### config.mk
export PLATFORM = sky130hd
export DESIGN_NAME = semaforo_peatonal
export DESIGN_NICKNAME = d
export VERILOG_FILES = /design/src/rtl/semaforo_peatonal.sv
export SDC_FILE = /design/constraint.sdc
export NUM_CORES = 1
export LEC_CHECK = 0
export BUFFER_PORTS_ARGS = -buffer_cell sky130_fd_sc_hd__buf_2
export CAP_MARGIN = 20
export CORE_ASPECT_RATIO = 1.4
export CORE_MARGIN = 2
export CORE_UTILIZATION = 25
export DETAILED_ROUTE_END_ITERATION = 7
export MAX_ROUTING_LAYER = met4
export PLACE_DENSITY = 0.47
export SYNTH_ARGS = -nofsm -noshare
export SYNTH_HDL_FRONTEND = slang
export SYNTH_SLANG_ARGS = --single-unit
### constraint.sdc
create_clock -name clk -period 2.8 [get_ports clk]
set_clock_uncertainty 0.15 [all_clocks]
set_input_delay 0.56 -clock clk [delete_from_list [all_inputs] [get_ports clk]]
set_output_delay 0.56 -clock clk [all_outputs]
set_load 0.01 [all_outputs]
### src/rtl/semaforo_peatonal.sv
// rtl/semaforo_peatonal.sv - pedestrian crossing controller with debounced request button
// Optional acoustic signal enabled by defining SEMAFORO_PEATONAL_SONIDO_EN.
module semaforo_peatonal #(
    parameter int T_DEBOUNCE = 4,
    parameter int T_WALK     = 10,
    parameter int T_CLEAR    = 6,
    parameter int T_FLASH    = 2
) (
    input  logic clk,
    input  logic rst,
    input  logic pulsador,
    input  logic rojo_in,
    input  logic amarillo_in,
    input  logic verde_in,
    output logic solicitud,
    output logic espera,
    output logic peaton_verde,
    output logic peaton_rojo,
    output logic falla,
    output logic sonido
);

    localparam logic [7:0] DEB_LAST   = 8'(T_DEBOUNCE - 1);
    localparam logic [7:0] WALK_LAST  = 8'(T_WALK - 1);
    localparam logic [7:0] CLEAR_LAST = 8'(T_CLEAR - 1);
    localparam logic [7:0] FLASH_LAST = 8'(T_FLASH - 1);

    typedef enum logic [2:0] {
        S_IDLE,
        S_ESPERA,
        S_CRUCE,
        S_DESPEJE,
        S_FIN,
        S_FALLA
    } state_t;

    state_t     state, state_nxt;
    logic       sync1, sync2;
    logic       deb_level;
    logic [7:0] deb_cnt;
    logic       press;
    logic       lamp_ok;
    logic       pending, pending_nxt;
    logic       entering;
    logic [7:0] timer, timer_nxt;
    logic [7:0] flash_cnt, flash_cnt_nxt;
    logic       flash, flash_nxt;
    logic       walk_nxt;

    function automatic logic [7:0] sat_inc(input logic [7:0] v);
        return (v == 8'hFF) ? v : v + 8'd1;
    endfunction

    // deb_cnt counts consecutive cycles the synchronized button disagrees with the debounced level
    always_ff @(posedge clk) begin
        if (rst) begin
            sync1     <= 1'b0;
            sync2     <= 1'b0;
            deb_level <= 1'b0;
            deb_cnt   <= 8'd0;
        end else begin
            sync1 <= pulsador;
            sync2 <= sync1;
            if (sync2 == deb_level) begin
                deb_cnt <= 8'd0;
            end else if (deb_cnt >= DEB_LAST) begin
                deb_level <= sync2;
                deb_cnt   <= 8'd0;
            end else begin
                deb_cnt <= sat_inc(deb_cnt);
            end
        end
    end

    assign press   = sync2 && !deb_level && (deb_cnt >= DEB_LAST);
    assign lamp_ok = ({rojo_in, amarillo_in, verde_in} == 3'b100) ||
                     ({rojo_in, amarillo_in, verde_in} == 3'b010) ||
                     ({rojo_in, amarillo_in, verde_in} == 3'b001);

    always_comb begin
        state_nxt   = state;
        pending_nxt = pending;
        case (state)
            S_IDLE: begin
                if (press || pending) begin
                    state_nxt   = S_ESPERA;
                    pending_nxt = 1'b0;
                end
            end
            S_ESPERA: begin
                if (rojo_in) state_nxt = S_CRUCE;
            end
            S_CRUCE: begin
                if (press) pending_nxt = 1'b1;
                if (!rojo_in)               state_nxt = S_IDLE;
                else if (timer >= WALK_LAST) state_nxt = S_DESPEJE;
            end
            S_DESPEJE: begin
                if (press) pending_nxt = 1'b1;
                if (!rojo_in)                 state_nxt = S_IDLE;
                else if (timer >= CLEAR_LAST) state_nxt = S_FIN;
            end
            S_FIN: begin
                if (press) pending_nxt = 1'b1;
                if (!rojo_in) state_nxt = S_IDLE;
            end
            S_FALLA: begin
                state_nxt = S_FALLA;
            end
            default: begin
                state_nxt = S_IDLE;
            end
        endcase
        // an inconsistent vehicle lamp set overrides every other decision
        if (!lamp_ok) begin
            state_nxt   = S_FALLA;
            pending_nxt = 1'b0;
        end
    end

    assign entering = (state_nxt != state);

    always_comb begin
        timer_nxt     = sat_inc(timer);
        flash_cnt_nxt = sat_inc(flash_cnt);
        flash_nxt     = flash;
        if (entering) begin
            timer_nxt     = 8'd0;
            flash_cnt_nxt = 8'd0;
            flash_nxt     = 1'b1;
        end else if (flash_cnt >= FLASH_LAST) begin
            flash_cnt_nxt = 8'd0;
            flash_nxt     = !flash;
        end
    end

    assign walk_nxt = (state_nxt == S_CRUCE) || (state_nxt == S_DESPEJE);

    // outputs are registered from the next-state decode so they line up with the state they describe
    always_ff @(posedge clk) begin
        if (rst) begin
            state        <= S_IDLE;
            pending      <= 1'b0;
            timer        <= 8'd0;
            flash_cnt    <= 8'd0;
            flash        <= 1'b0;
            solicitud    <= 1'b0;
            espera       <= 1'b0;
            peaton_verde <= 1'b0;
            peaton_rojo  <= 1'b1;
            falla        <= 1'b0;
        end else begin
            state        <= state_nxt;
            pending      <= pending_nxt;
            timer        <= timer_nxt;
            flash_cnt    <= flash_cnt_nxt;
            flash        <= flash_nxt;
            solicitud    <= (state_nxt == S_ESPERA);
            espera       <= (state_nxt == S_ESPERA);
            peaton_verde <= (state_nxt == S_CRUCE) || ((state_nxt == S_DESPEJE) && flash_nxt);
            peaton_rojo  <= !walk_nxt;
            falla        <= (state_nxt == S_FALLA);
        end
    end

`ifdef SEMAFORO_PEATONAL_SONIDO_EN
    logic snd_phase, snd_phase_nxt;
    logic sonido_nxt;

    // walking beat follows the flash divider; clearance beat toggles every cycle
    always_comb begin
        snd_phase_nxt = entering ? 1'b1 : !snd_phase;
        sonido_nxt    = 1'b0;
        if (state_nxt == S_CRUCE)        sonido_nxt = flash_nxt;
        else if (state_nxt == S_DESPEJE) sonido_nxt = snd_phase_nxt;
    end

    always_ff @(posedge clk) begin
        if (rst) begin
            snd_phase <= 1'b0;
            sonido    <= 1'b0;
        end else begin
            snd_phase <= snd_phase_nxt;
            sonido    <= sonido_nxt;
        end
    end
`else
    assign sonido = 1'b0;
`endif

endmodule

# [Word-level counts from Yosys, hierarchy flattened]
# Cells that the tools add are included.
[totals] ff_bits=36 inputBits=6 output_inout_bits=6 word_cells=75
[op_classes] add_sub_neg=3 magnitude_cmp=4 eq_ne=19 mux=14 bitwise=2 reduce_logical=20
[ops] cell="$add A8 B1 Y8 const B" n=3
[ops] cell="$eq A8 B8 Y1 const B" n=3
[ops] cell="$mux W3" n=8
[ops] cell="$pmux W3 S6" n=1
[ops] cell="$eq A3 B2 Y1 const B" n=5
[ops] cell="$eq A3 B3 Y1 const B" n=4
[ops] cell="$eq A3 B1 Y1 const B" n=3
[ops] cell="$reduce_or A3 Y1" n=3
[ops] cell="$ge A8 B1 Y1 const B" n=1
[ops] cell="$ge A8 B2 Y1 const B" n=1
[ops] cell="$ge A8 B3 Y1 const B" n=1
[ops] cell="$ge A8 B4 Y1 const B" n=1
[ops] cell="$logic_or A1 B1 Y1" n=5
[ops] cell="$mux W1" n=4
[ops] cell="$reduce_or A2 Y1" n=2
[ops] cell="$logic_and A1 B1 Y1" n=3
[ops] cell="$logic_not A1 Y1" n=3
[ops] cell="$logic_not A3 Y1" n=1
[ops] cell="$ne A3 B3 Y1" n=1
[ops] cell="$reduce_and A3 Y1" n=1
[ops] cell="$ne A2 B1 Y1 const B" n=1
[ops] cell="$ne A2 B2 Y1 const B" n=1
[ops] cell="$not A1 Y1" n=2
[ops] cell="$pmux W1 S2" n=1
[ops] cell="3 further kinds" n=3

# [Depth between registers and ports, before layout]
[depth] word_depth=11 mapped_depth=8 depth_no_buf=8

# [Least setup slack after synthesis]
# No wires, ideal clock.
[synth_timing] path_type="flip-flop to flip-flop" startpoint="register timer[4]" endpoint="register timer[7]" setup_ps=88 t_arrival_ps=2071 setup_slack_ps=491 path_stages_with_launch=7 path_buffers=0 path_cell_list="dfxtp_1 > or4_4 > a211oi_1 > o22a_1 > mux2i_4 > o211ai_4 > a311oi_2"
[synth_between] elab_chain_cells=7
[synth_rtl] element="start, declared" line_no="45" text="logic [7:0] timer, timer_nxt;"
[synth_rtl] element="start signal, assigned" line_no="155" text="timer <= timer_nxt;"
[synth_rtl] element="$ge A8 B3 Y1 / $ge A8 B4 Y1 (equally long branches)" line_no="101, 96"
[synth_rtl] element="$mux W3, on equally long branches" line_no="101, 96"
[synth_rtl] element="$mux W3, on equally long branches" line_no="100, 95"
[synth_rtl] element="$pmux W3 S6" line_no="83" text="case (state)"
[synth_rtl] element="$mux W3" line_no="115" text="if (!lamp_ok) begin"
[synth_rtl] element="$ne A3 B3 Y1" line_no="121" text="assign entering = (state_nxt != state);"
[synth_rtl] element="$reduce_or A2 Y1 (no line)"
# Parallel ways exist; a longest one is shown, timed or not.
# A chain may end at the register's enable or synchronous reset.

# [Final worst setup path]
[layout_timing] startpoint="register timer[5]" endpoint="register flash_cnt[0]"
[layout_between] elab_chain_cells=7
[layout_rtl] element="$ge A8 B3 Y1 / $ge A8 B4 Y1 (equally long branches)" line_no="101, 96"
[layout_rtl] element="$mux W3, on equally long branches" line_no="101, 96"
[layout_rtl] element="$mux W3, on equally long branches" line_no="100, 95"
[layout_rtl] element="$pmux W3 S6 (*)" line_no="83"
[layout_rtl] element="$mux W3 (*)" line_no="115"
[layout_rtl] element="$ne A3 B3 Y1 (*)" line_no="121"
[layout_rtl] element="$reduce_or A3 Y1 (no line) (*)"
[layout_rtl] element="end signal, assigned" line_no="156" text="flash_cnt <= flash_cnt_nxt;"
[layout_rtl] element="end, declared" line_no="46" text="logic [7:0] flash_cnt, flash_cnt_nxt;"
# Every way passes the cells marked *; elsewhere a longest branch is shown, timed or not.

==> results.txt <==
status - finished clean
max-cap violations - 0
Pre-Repair DR Iteration Count - 4
GPL Wtd Cong - 0.7474
final-stage net count - 203
drc violations - 0
Initial DRC Count - 37
Yosys top cell by area - dfxtp_1
PD cells - 571.2 nW/um2
Hold Crit Class - reg -> reg
most frequent cells in the layout - 36 x dfxtp_1, 12 x nor2_1, 12 x conb_1, 10 x inv_1, 10 x buf_2
post-layout util - 30.46%
worst skew pair latency - 0.28 ns
worst r2r path cells - 6
post-synthesis adder-cell area fraction - 6.221%
total grt overflow - 0
layout cells sized above 1 - 16.84%
WL final - 2.961 mm
Final Setup Violations - 0
Final Cell Area - 1892 um2
Top FF cell, synth - dfxtp_1
Synth area leaders - dfxtp_1 45%, ha_1 6.2%, nor2_1 2.8%, inv_1 2.3%, nor2b_1 2.3%
critical path arrival - 2.51 ns
largest net degree at the start of global routing - 12
Reg clk slew, reported paths - 0.07 ns
fmax - 407.1 MHz
commonest non-fill, non-tap cell in the layout - dfxtp_1
RSZ-0062 raised after global routing - no
Fin. Hold Viols - 0
CP Class - reg -> reg
Via density - 4.618
GRT Total Usage - 9.547%
asr flop ratio synth - 0%
CTS tree - done
final slew viol count - 0
Post-Synthesis Mean Instance Area - 9.871 um2
Leakage Power - 0.7195 nW
startpoint types - flop
vias - 1210
setup bufs post-CTS - 0
Cells after Synth - 163
number of synthesized flops with an enable pin - 0
Row Count - 34
Critical Path RT - 2.85 ns
antenna cells - 0
# IOs - 12
first-pass GRT wire length - 5.140 mm
Area growth, synth to finish - 17.57%
share of the synthesized area in the top cell type - 44.79%
Reg-to-Reg End - flash_cnt[0]
post-DP HPWL - 2.246 mm
simple-gate share of the synthesized area - 20.37%
critical-path cell list - or4_4, a211oi_1, o22a_2, mux2i_4, nand4_1, nor3_1
crit share post-route - 87.74%
synthesized area - 1609 um2
CTS max path bufs - 2
Num CTS Buffers - 5
clock root cell - clkbuf_8
CP max-delay cell - or4_4
maximum fanout along the worst path - 5
vias in the first global route - 1114
synth warn - 0
hold_buf cts - 0
r2r startpoint - timer[5]
CP max stage delay - 0.56 ns
Post-Synth XOR/XNOR Area - 2.722%
CP Capture Point - flash_cnt[0]
Crit. Startpoint - timer[5]
DR WL/cell - 11.30 um
die width - 71.81 um
complex-gate fraction of the synthesized area - 18.66%
core area - 6211 um2
initial antenna violation count - 0
reg2reg setup slack - 0.34 ns
Seq/Total Area, Yosys - 44.79%
PortBufs - 10
PnR Total Power - 1.081 mW
H-tree levels - 2
dpl cell area - 1783 um2
TritonCTS Sinks - 36
Worst VDD drop - 0.2254 mV
die area - 7103 um2
antenna-violating nets left - 0
synth unique cells - 46
final period demand of the worst path - 2.457 ns
main combinational cell family by area after synthesis - simple AND/OR/NAND/NOR gates
mux contribution to synthesized area - 3.266%
Synth Register Bits - 36
Chip Height - 98.93 um
setup TNS - 0 ns
endpoint class of the critical path - flop
effective utilization at floorplan - 25.91%
## worst max-delay path, delay by kind of cell, from the launching register on
kind | cells | cell delay [ns]
DFF | 1 | 0.35
AOI/OAI and AO/OA | 2 | 0.60
and+or+nand+nor | 3 | 0.96
muxes | 1 | 0.31
## cell type report
| type | count | area [um2] |
|---|---|---|
| clock buffers | 6 | 72.57 |
| multi-input cells | 124 | 870.8 |
| fillers | 652 | 4319 |
| clock inverters | 2 | 35.03 |
| flip-flops and latches | 36 | 720.7 |
| repair buffers | 12 | 65.06 |
| inverters | 10 | 37.54 |
| well taps | 72 | 90.09 |
## synth_stat cells, types with 2 or more instances
master	n
nor4_1	2
nand2_1	6
inv_1	10
o31ai_1	3
nor2_1	12
nand4_1	3
xnor2_1	4
a21oi_1	7
mux2i_1	3
o21ai_0	3
nand3_1	7
a31oi_1	2
clkbuf_1	2
nor2b_1	6
nand2b_1	5
a2111oi_0	4
and3_1	5
buf_4	2
ha_1	8
a211oi_2	2
nor3_1	5
a211oi_1	3
dfxtp_1	36
## how the worst min path moves through the flow
stage	from	endpoint	slack (ns)	cells after the start
floorplan	sync1	sync2	0.26	1
global placement	sync1	sync2	0.28	1
detailed placement	sync1	sync2	0.28	1
CTS	sync1	sync2	0.30	1
global route	sync1	sync2	0.32	1
finish	sync1	sync2	0.29	1
## timing repair
| item | CTS | global route |
|---|---|---|
| resized for setup | 0 | 1 |
| endpoints found under the hold margin | 0 | 0 |
| setup endpoints to repair | 0 | 1 |
## report_power, final
group / internal, mW / switching, mW / total (mW)
Sequential: 0.530 / 0.0133 / 0.544
Clock: 0.264 / 0.182 / 0.446
Combinational: 0.0380 / 0.0525 / 0.0905
## per-stage QoR
| stage | hold WS (ns) | instances | worst slack, ns |
|---|---|---|---|
| CTS | 0.2967 | 262 | 0.2417 |
| global placement | 0.2756 | 254 | 0.2598 |
| detailed placement | 0.2789 | 254 | 0.2577 |
| floorplan | 0.2638 | 174 | 0.4913 |
| finish | 0.2895 | 262 | 0.3434 |
| global route | 0.3208 | 262 | 0.08856 |
## flip-flops by register name, summed over array words and instances, names as in the netlist
| name | cells |
|---|---|
| deb_cnt | 8 |
| deb_level | 1 |
| espera | 1 |
| falla | 1 |
| flash | 1 |
| flash_cnt | 8 |
| peaton_rojo | 1 |
| peaton_verde | 1 |
| pending | 1 |
| state | 3 |
| sync1 | 1 |
| sync2 | 1 |
| timer | 8 |
## cells by family (layout without fill, tap and decap cells)
kind of cell | Yosys count | count (layout)
XOR/XNOR | 5 | 5
flip-flops | 36 | 36
AO/OA/AOI/OAI | 36 | 36
multiplexers | 4 | 4
adder cells (fa/ha/maj) | 8 | 8
other | 1 | 12
buffers and inverters | 14 | 30
AND/OR/NAND/NOR | 59 | 59
## metal layers
metal  routed length, um  share of wire (%)  global-route usage [%]  up-vias
li1                    -                  -                       -      632
met1                1237                 42                   10.06      566
met2                1603                 54                   16.03       10
met3                  81                2.7                   2.761        2
met4                  39                1.3                   4.790        0
met5                   0                  0                       -        -
Power figures use the tool's default switching activity.
